<file path="src/rtl/spi_reg_responder.sv">
// rtl/spi_reg_responder.sv - SPI mode-0 responder exposing a 32 x 8 register file
// Command byte selects address/direction; every following data byte hits that same register.
module spi_reg_responder #(
  parameter int SYNC_STAGES = 2
) (
  input  logic       clk,
  input  logic       reset,
  input  logic       sclk,
  input  logic       mosi,
  input  logic       ss_n,
  output logic       miso,
  output logic       miso_oe,
  input  logic [7:0] status_in,
  output logic       wr_strobe,
  output logic [4:0] wr_addr,
  output logic [7:0] wr_data,
  input  logic       loc_we,
  input  logic [4:0] loc_addr,
  input  logic [7:0] loc_wdata,
  output logic [7:0] loc_rdata,
  output logic       busy
);

  typedef enum logic [1:0] {IDLE, CMD, DATA} state_t;

  state_t state, state_next;

  logic [SYNC_STAGES-1:0] sclk_sync, mosi_sync, ss_sync;
  logic       sclk_prev;
  logic       sclk_s, mosi_s, ss_s;
  logic       rise, fall;

  logic [7:0] shift_in, shift_out;
  logic [2:0] bit_cnt;
  logic [4:0] addr;
  logic       dir;
  logic [7:0] rx_byte;
  logic       spi_wr;
  logic [7:0] regs [32];

  // Pure pipelines: they keep tracking the pins through reset so a held-low ss_n is seen at once.
  always_ff @(posedge clk) begin
    sclk_sync <= {sclk_sync[SYNC_STAGES-2:0], sclk};
    mosi_sync <= {mosi_sync[SYNC_STAGES-2:0], mosi};
    ss_sync   <= {ss_sync[SYNC_STAGES-2:0], ss_n};
    sclk_prev <= sclk_s;
  end

  assign sclk_s  = sclk_sync[SYNC_STAGES-1];
  assign mosi_s  = mosi_sync[SYNC_STAGES-1];
  assign ss_s    = ss_sync[SYNC_STAGES-1];
  assign rise    = sclk_s & ~sclk_prev;
  assign fall    = ~sclk_s & sclk_prev;
  assign rx_byte = {shift_in[6:0], mosi_s};

  always_ff @(posedge clk) begin
    if (reset) state <= IDLE;
    else       state <= state_next;
  end

  always_comb begin
    state_next = state;
    spi_wr     = 1'b0;
    case (state)
      IDLE: begin
        if (!ss_s) state_next = CMD;
      end
      CMD, DATA: begin
        if (ss_s) begin
          state_next = IDLE;
        end else if (rise && bit_cnt == 3'd7) begin
          if (state == CMD) state_next = DATA;
          else              spi_wr     = dir;
        end
      end
      default: state_next = IDLE;
    endcase
  end

  always_ff @(posedge clk) begin
    if (reset) begin
      shift_in  <= '0;
      shift_out <= '0;
      bit_cnt   <= '0;
      addr      <= '0;
      dir       <= 1'b0;
      miso_oe   <= 1'b0;
      wr_strobe <= 1'b0;
      wr_addr   <= '0;
      wr_data   <= '0;
    end else begin
      wr_strobe <= spi_wr;
      if (spi_wr) begin
        wr_addr <= addr;
        wr_data <= rx_byte;
      end
      if (state == IDLE) begin
        if (!ss_s) begin
          shift_out <= status_in;
          bit_cnt   <= '0;
          miso_oe   <= 1'b1;
        end
      end else if (ss_s) begin
        // Deselect abandons any partial byte.
        shift_out <= '0;
        bit_cnt   <= '0;
        miso_oe   <= 1'b0;
      end else if (rise) begin
        shift_in <= rx_byte;
        bit_cnt  <= bit_cnt + 3'd1;
        if (state == CMD && bit_cnt == 3'd7) begin
          addr <= rx_byte[7:3];
          dir  <= rx_byte[1];
        end
      end else if (fall) begin
        // Byte boundary reloads from the register, so a just-written byte echoes back.
        if (bit_cnt == 3'd0) shift_out <= regs[addr];
        else                 shift_out <= {shift_out[6:0], 1'b0};
      end
    end
  end

  // SPI write beats a local write to the same address in the same cycle.
  always_ff @(posedge clk) begin
    for (int i = 0; i < 32; i++) begin
      if (reset)                               regs[i] <= '0;
      else if (spi_wr && addr == 5'(i))        regs[i] <= rx_byte;
      else if (loc_we && loc_addr == 5'(i))    regs[i] <= loc_wdata;
    end
  end

  always_ff @(posedge clk) begin
    if (reset) loc_rdata <= '0;
    else       loc_rdata <= regs[loc_addr];
  end

  assign miso = miso_oe & shift_out[7];
  assign busy = (state != IDLE);

endmodule

</file>
<file path="config.mk">
export PLATFORM = sky130hd
export DESIGN_NAME = spi_reg_responder
export DESIGN_NICKNAME = d
export VERILOG_FILES = /design/src/rtl/spi_reg_responder.sv
export SDC_FILE = /design/constraint.sdc
export NUM_CORES = 1
export LEC_CHECK = 0
export CORE_ASPECT_RATIO = 1.75
export CORE_UTILIZATION = 45
export DETAILED_ROUTE_END_ITERATION = 6
export SLEW_MARGIN = 20
export SYNTH_ARGS = -nofsm -noshare
export SYNTH_HDL_FRONTEND = slang
export SYNTH_SLANG_ARGS = --single-unit
export TNS_END_PERCENT = 50
</file>
<file path="constraint.sdc">
create_clock -name clk -period 2.7 [get_ports clk]
set_input_delay 0.405 -clock clk [delete_from_list [all_inputs] [get_ports clk]]
set_output_delay 0.405 -clock clk [all_outputs]
set_load 0.02 [all_outputs]
</file>
After elaboration in Yosys (flattened, before gate mapping)
Memories as Yosys holds them, arrays and structs flattened. A register that Yosys moved wholly into a read port is not among the register bits.
Cells that the tools add are included.
- $add $sub $neg: 1
- multiply operators: 0
- divide/modulo/power cells: 0
- order comparisons: 0
- equality and inequality tests: 69
- shift operators: 0
- muxes and demuxes: 314
- bitwise operators: 71
- reduce and logical (&&, ||, !) cells: 81
- operators by type and width (operator ; count):
    $mux 8 ; 70
    $mux 1 ; 233
    $eq 5x5->1 const B ; 32
    $eq 5x4->1 const B ; 16
    $logic_and 1x1->1 ; 66
    $or 1x1->1 ; 64
    $eq 5x3->1 const B ; 8
    $eq 5x2->1 const B ; 4
    $mux 3 ; 4
    $eq 5x1->1 const B ; 2
    $logic_not 5->1 ; 2
    $mux 5 ; 2
    $reduce_and 3->1 ; 3
    $mux 2 ; 4
    $ne 3x3->1 const B ; 2
    $reduce_bool 3->1 ; 2
    $not 1->1 ; 4
    $pmux 2 s2 ; 1
    $reduce_and 2->1 ; 2
    $reduce_and 4->1 ; 1
    $reduce_bool 2->1 ; 2
    $add 3x1->3 const B ; 1
    $and 1x1->1 ; 3
    $eq 3x3->1 const B ; 1
    other kinds (7) ; 7
- register bits after elaboration: 48
- latch bits: 0
- RAM bits: 256
- ROM bits: 0
- input bits: 27
- word-level logic and storage cells: 551
- memories: 1
- memories (name ; words ; bits a word ; read ports ; clocked after memory_dff ; wr ports ; line ; text):
    regs ; 32 ; 8 ; 2 ; 2 ; 32 ; 39 ; logic [7:0] regs [32];

Depth between registers and ports, before layout
Gate-level depths: netlist of run 1.
- word-level depth: 12
- mapped depth: 10
- mapped depth without buffers: 7

Least setup slack after synthesis of run 1
Ideal clock, no wire load.
- path type: register to register
- start: register state[0]
- end: register with a tool-made name
- library setup time: 0.132 ns
- arrival time: 2.223 ns
- required time: 2.568 ns
- slack: 0.344 ns
- cell stages (with the launch flop): 11
- period minus slack after synthesis: 2.356 ns
- cells stage by stage: dfxtp_1 inv_1 ha_1 clkbuf_1 clkbuf_1 inv_1 ha_1 clkbuf_1 nand3_1 mux2i_1 nor2_1
- RTL lines (element ; line ; text):
    start, declared ; 26 ; state_t state, state_next;
    start signal, assigned ; 58 ; else state <= state_next;

==> results.txt, run 1 <==
Min-Delay Path Depth -> 1
CP delay by family, top -> simple AND/OR/NAND/NOR gates
core region area -> 40,100 µm²
First-pass DRT Iterations -> 6
Inserted Clock Buffers -> 30
post-DR wirelength/cell -> 33.9 µm
post-synthesis sequential area ratio -> 48.8%
remaining antenna violation count -> 0
largest net degree at the start of global routing -> 70
Leakage -> 7.03 nW
die width -> 154 µm
placed inst area -> 20,000 µm²
clk sink count -> 317
skew final -> 0.0145 ns
slew margin rel. -> 40.3%
Mapped Cells -> 1,441
flop and latch count out of synthesis -> 317
Worst EP arrival -> 2.88 ns
nets -> 1,579
Unique masters post-synth -> 62
Final min period -> 2.63 ns
CP Launch Type -> flip-flop
Cell Chain, Critical Path -> inv_1 > ha_1 > nand4bb_1 > buf_4 > nor3_2 > nand3_1 > nand2_1
cell count along the critical path -> 7
non-filler cells, final -> 2,064
Slew Limit Fails -> 0
Most Used Layer, Global Route -> met2
CTS H-tree lvls -> 1
RSZ-0062 raised after global routing -> false
drt total wl -> 70.0 mm
Period Utilization, post-route -> 97.3%
final setup vio count -> 0
met2 Usage GRT -> 59.2%
clock-pin slew on the worst setup and hold paths -> 0.07 ns
Initial DRC Count -> 1,683
Power Density -> 556 nW/µm²
clock power share -> 38.0%
Cell Area, Synth -> 18,300 µm²
Hold Fails Final Rpt -> 0
Final Cell Area -> 21,100 µm²
DRC Markers -> 0
Critical Path Sink Type -> flip-flop
HPWL after DPL -> 50.6 mm
Reg2Reg Depth -> 7
yosys warns -> 0
Int Pwr -> 0.00864 W
setup TNS -> 0 ns
initial antenna violation count -> 2
Root Buffer Master -> clkbuf_16
Via Count -> 14,300
CTS tree -> yes
syn nets -> 1,476
RD Place Congestion -> 1.07
drt via density -> 6.93
ys flop type -> edfxtp_1
Logic pwr share -> 13.0%
Layout fillers -> 3,448
Post-synth ARST share -> 0%
R2R setup slack -> 0.07 ns
total congestion overflow -> 0
die height -> 268 µm
worst min path class -> primary input to flip-flop
vias in the first global route -> 13,900
final design utilization -> 52.6%
number of synthesized flops with an enable pin -> 256
Worst Path Required -> 2.95 ns
cell count after placement -> 2,006
Max FO, Critical Path -> 8
first-pass GRT wire length -> 99.7 mm
MaxCap Viol Count -> 0
worst ir drop on vdd -> 0.000495 V
die area -> 41,400 µm²
Area growth, synth to finish -> 15.4%
Sw Share -> 26.2%
Rows -> 97
status -> finished, final reports clean
slowest CP cell -> nor3_2
routing usage on met1 -> 37.9%
delay of the slowest critical-path stage -> 0.50 ns
clk buf depth -> 3
met3 Use GR -> 5.40%
initial core utilization -> 45.6%
GR Util All Layers -> 34.2%
Buf+Inv Stages, Crit Path -> 2
ratio of cells with drive above 1 in the final layout -> 25.6%
Syn Area/Cell -> 12.7 µm²
Reg power frac -> 49.1%
switching power of the nets -> 0.00306 W
f_max -> 381 MHz
WS Path Type -> flip-flop to flip-flop
Port Buf Inserts -> 51
IO Count -> 52
Worst Tran Pin Value -> 0.892 ns
clk_lat worst skew -> 0.59 ns
[power by group through the flow]
stage               combinational, W  sequential, W  clock (W)
floorplan                   0.000883        0.00576          0
global placement             0.00147        0.00583          0
detailed placement           0.00148        0.00584          0
CTS                          0.00149        0.00573    0.00445
global route                 0.00157        0.00576    0.00460
finish                       0.00152        0.00574    0.00445
[cell usage after synthesis (8+ instances only)]
master | number | area share, %
mux4_1 | 9 | 1.3
edfxtp_1 | 256 | 42
a22o_1 | 160 | 7.7
buf_1 | 9 | 0.19
a211oi_2 | 12 | 0.82
nor2b_1 | 12 | 0.41
inv_1 | 9 | 0.19
dfxtp_1 | 61 | 6.7
ha_1 | 8 | 0.55
o21ai_0 | 98 | 2.7
nor3_2 | 10 | 0.55
nor2_1 | 78 | 1.6
buf_4 | 14 | 0.58
buf_6 | 11 | 0.68
a221o_1 | 19 | 1.0
mux4_2 | 127 | 16
nand2b_1 | 20 | 0.69
o31ai_1 | 8 | 0.33
nand2_1 | 115 | 2.4
nand3_1 | 127 | 3.5
mux2_2 | 18 | 1.1
buf_2 | 15 | 0.41
mux2i_1 | 28 | 1.5
a21oi_1 | 28 | 0.77
clkbuf_1 | 90 | 1.9
[worst register-to-register path, cell delays in order (launching register included)]
cell       delay, ns
dfxtp_1         0.38
inv_1           0.06
ha_1            0.32
nand4bb_1       0.12
buf_4           0.21
nor3_2          0.50
nand3_1         0.31
nand2_1         0.39
[per-layer routing]
metal / up-vias / share of wire, % / routed length (µm)
met4: 4 / 9.1 / 6340
met3: 240 / 8.2 / 5740
met1: 7122 / 33 / 23100
met5: - / 0.041 / 29
li1: 5995 / - / -
met2: 942 / 50 / 34800
[cell families after synthesis]
kind of cell,Yosys count,share of synthesized area [%]
xor+xnor,1,0.0480
fa+ha+maj,8,0.548
buf+inv,151,4.02
mux,182,19.6
flops,317,48.8
compound gates,363,15.5
simple gates,419,11.5
[state kept, by name, summed over array words and instances, names as in the netlist, named ones only]
register	count
addr	5
bit_cnt	3
dir	1
loc_rdata	8
miso_oe	1
mosi_sync	2
regs	256
sclk_prev	1
sclk_sync	2
shift_in	7
shift_out	8
ss_sync	2
state	2
wr_addr	5
wr_data	8
wr_strobe	1
[cell type report]
type | count | area [µm²] | area share, %
Tap cell | 495 | 619 | 2.94
Inverter | 10 | 37.5 | 0.178
Timing Repair Buffer | 212 | 1870 | 8.88
Clock buffer | 49 | 936 | 4.44
Multi-Input combinational cell | 973 | 8620 | 40.9
Antenna cell | 1 | 2.50 | 0.0119
Clock inverter | 7 | 73.8 | 0.350
Sequential cell | 317 | 8910 | 42.3
[what timing repair did]
action	4_1_cts	5_1_grt
endpoints found under the setup margin	8	17
setup buffers	0	1
pin swaps	1	1
gates resized for setup	1	1
hold buffers	0	0
[final timing paths]
| check | from | to |
|---|---|---|
| setup / recovery | state[0] | regs[18][7] |
| hold / removal | mosi | mosi_sync[0] |
| setup reg to reg | state[0] | regs[18][7] |
| hold reg to reg | mosi_sync[0] | mosi_sync[1] |
[metrics by stage]
step / hold WS (ns) / worst slack (ns) / power [W]
5_1_grt: 0.265 / 0.0175 / 0.0119
4_1_cts: 0.254 / 0.0114 / 0.0117
3_5_place_dp: 0.318 / -0.0208 / 0.00732
2_1_floorplan: 0.310 / 0.344 / 0.00664
3_3_place_gp: 0.312 / -0.0398 / 0.00730
6_report: 0.258 / 0.0730 / 0.0117
[cells in the final DEF, fill, tap and decap left out, types with 18 or more instances in the layout]
cell type and instances:
a21oi_1 28, a221o_1 19, a22o_1 160, buf_4 151, clkbuf_16 33, clkdlybuf4s50_1 46, dfxtp_1 59, edfxtp_1 256
mux2_2 18, mux2i_1 28, mux4_2 127, nand2_1 114, nand2b_1 20, nand3_1 127, nor2_1 78, o21ai_0 98
No activity file was read; power rests on OpenSTA's default activity.
==> inputs of run 2 (changes only) <==
Settings changed: CTS_CLUSTER_DIAMETER set to 30, SLEW_MARGIN 20 to 30.
==> run 2 against run 1 <==
Combinational power about the same. Core utilization up 1.5 points. Register-to-register slack worse by 0.06 ns. Worst hold slack better by 0.027 ns. Wire length up 0.79%. Global-route usage up 0.46 points. Highest routed layer unchanged. Largest cell class unchanged. Non-clock buffer count down 1. Critical path depth unchanged. Sequential share of layout area down 1.2 points. Final area up 2.8%.
==> results.txt, run 2 (same netlist as run 1, synthesis figures left out) <==
Port Buf Inserts -> 51 (unchanged)
die width -> 154 µm (unchanged)
die area -> 41,400 µm² (unchanged)
MaxCap Viol Count -> 0 (unchanged)
first-pass GRT wire length -> 101 mm (+1.0%)
switching power of the nets -> 0.00364 W (+19%)
initial antenna violation count -> 3 (+1)
Sw Share -> 27.1% (+0.94 points)
Worst EP arrival -> 2.90 ns (+0.02 ns)
clk_lat worst skew -> 0.56 ns (-0.03 ns)
Power Density -> 620 nW/µm² (+12%)
Initial DRC Count -> 1,725 (+2.5%)
total congestion overflow -> 0 (unchanged)
die height -> 268 µm (unchanged)
Hold Fails Final Rpt -> 0 (unchanged)
clock-pin slew on the worst setup and hold paths -> 0.07 ns (about the same)
f_max -> 372 MHz (-2.3%)
clk sink count -> 317 (unchanged)
Max FO, Critical Path -> 8 (unchanged)
most frequent cells in the layout -> edfxtp_1, a22o_1, buf_4
Via Count -> 14,400 (+0.77%)
Critical Path Sink Type -> flip-flop
hold slack -> 0.285 ns (+0.0269 ns)
delay of the slowest critical-path stage -> 0.51 ns (about the same)
post-DR wirelength/cell -> 33.6 µm (-0.80%)
drt via density -> 6.87 (-0.82%)
CP delay by family, top -> simple AND/OR/NAND/NOR gates
vias in the first global route -> 14,100 (+1.0%)
CP Launch Type -> flip-flop
First-pass DRT Iterations -> 6 (unchanged)
Reg power frac -> 42.8% (-6.3 points)
WS Path Type -> flip-flop to flip-flop
clk buf depth -> 3 (unchanged)
Final Power -> 0.0134 W (+15%)
RD Place Congestion -> 1.07 (unchanged)
DRC Markers -> 0 (unchanged)
Worst Path Required -> 2.91 ns (-0.04 ns)
RSZ-0062 raised after global routing -> false
CTS tree -> yes
status -> finished, final reports clean
slowest CP cell -> nor3_2
remaining antenna violation count -> 0 (unchanged)
Inserted Clock Buffers -> 48 (+60%)
setup bufs post-CTS -> 0 (unchanged)
worst ir drop on vdd -> 0.000502 V (+1.5%)
Root Buffer Master -> clkbuf_16
Cell Chain, Critical Path -> inv_1 > ha_1 > nand4bb_1 > buf_4 > nor3_2 > nand3_1 > nand2_1
skew final -> 0.0125 ns (-0.00198 ns)
clock power share -> 45.9% (+7.9 points)
CTS H-tree lvls -> 2 (+1)
worst min path class -> primary input to flip-flop
Area growth, synth to finish -> 18.7%
most common cell after layout, fill and taps aside -> edfxtp_1
Int Pwr -> 0.00979 W (+13%)
HPWL after DPL -> 50.6 mm (unchanged)
drt total wl -> 70.6 mm (+0.79%)
slew margin rel. -> 41.0% (+0.74 points)
Worst Tran Pin Value -> 0.885 ns (-0.00774 ns)
final setup vio count -> 0 (unchanged)
Final min period -> 2.69 ns (+0.0616 ns)
Period Utilization, post-route -> 99.6% (+2.3 points)
initial core utilization -> 45.6% (unchanged)
Largest register FFs -> 256 (unchanged)
Buf+Inv Stages, Crit Path -> 2 (unchanged)
largest net degree at the start of global routing -> 70 (unchanged)
IO Count -> 52 (unchanged)
core region area -> 40,100 µm² (unchanged)
GR Util All Layers -> 34.7% (+0.46 points)
Leakage -> 7.29 nW (+3.7%)
register with the most flip-flops -> regs
nets -> 1,596 (+1.1%)
Layout fillers -> 3,392 (-1.6%)
ratio of cells with drive above 1 in the final layout -> 27.5% (+1.9 points)
Logic pwr share -> 11.3% (-1.7 points)
Slew Limit Fails -> 0 (unchanged)
Rows -> 97 (unchanged)
run 2: cell types whose count changed in the layout (fill, tap and decap cells not counted), sizes merged:
cell           previous run  this run
dlymetal6s2s              1         0
bufinv                    1         2
diode                     1         3
buf                     165       164
clkinv                    5        18
clkdlybuf4s50            46        47
clkbuf                   49        51
clkinvlp                  0         7
inv                      11        20
run 2: power by group through the flow:
stage	clock network (W)	registers, W	logic [W]
after floorplan	0	0.00576	0.000883
after global placement	0	0.00583	0.00147
after detailed placement	0	0.00584	0.00148
after CTS	0.00618	0.00574	0.00149
after global routing	0.00636	0.00577	0.00157
final	0.00617	0.00575	0.00151
run 2: layer usage:
layer,global-route usage (%),wire (µm),up-vias
li1,-,-,6044
met1,38.9,23800,7207
met3,5.40,5450,259
met5,0,26,-
met4,24.9,6100,4
met2,60.3,35200,899
run 2: per-stage QoR:
step,setup slack (ns),cells,area [µm²],utilization (%),TNS [ns]
2_1_floorplan,0.344,1441,18300,-,0
3_3_place_gp,-0.0398,2006,20000,50.1,-0.316
3_5_place_dp,-0.0208,2006,20000,50.1,-0.163
4_1_cts,0.0256,2094,21600,54.0,0
5_1_grt,0.00217,2094,21700,54.1,0
6_report,0.0114,2097,21700,54.1,0
run 2: area by class of cell:
type,count,area [µm²],area share (%)
antenna,3,7.51,0.0346
clock buffer,51,1230,5.69
clock inverter,37,362,1.67
inverter,10,37.5,0.173
multi-input combinational,973,8630,39.8
sequential,317,8910,41.1
tap,495,619,2.86
timing repair buffer,211,1860,8.59
run 2: path summary, 6_finish.rpt:
| kind | cells after the start | slack [ns] | endpoint | startpoint |
|---|---|---|---|---|
| worst min register to register | 0 | 0.33 | mosi_sync[1] | mosi_sync[0] |
| worst min-delay path | 1 | 0.28 | mosi_sync[0] | mosi |
| worst max register to register | 7 | 0.01 | regs[18][7] | state[0] |
| worst max-delay path | 7 | 0.01 | regs[18][7] | state[0] |
run 2: what timing repair did:
action,4_1_cts,5_1_grt
setup endpoints to repair,8,15
pin swaps,1,1
resized for setup,1,2
hold buffers,0,0
==> inputs of run 3 (changes only) <==
Settings changed: SLEW_MARGIN 30 to not set.
==> results of run 3 <==
Same layout as run 2: the final DEF is identical, and so are final timing and power.
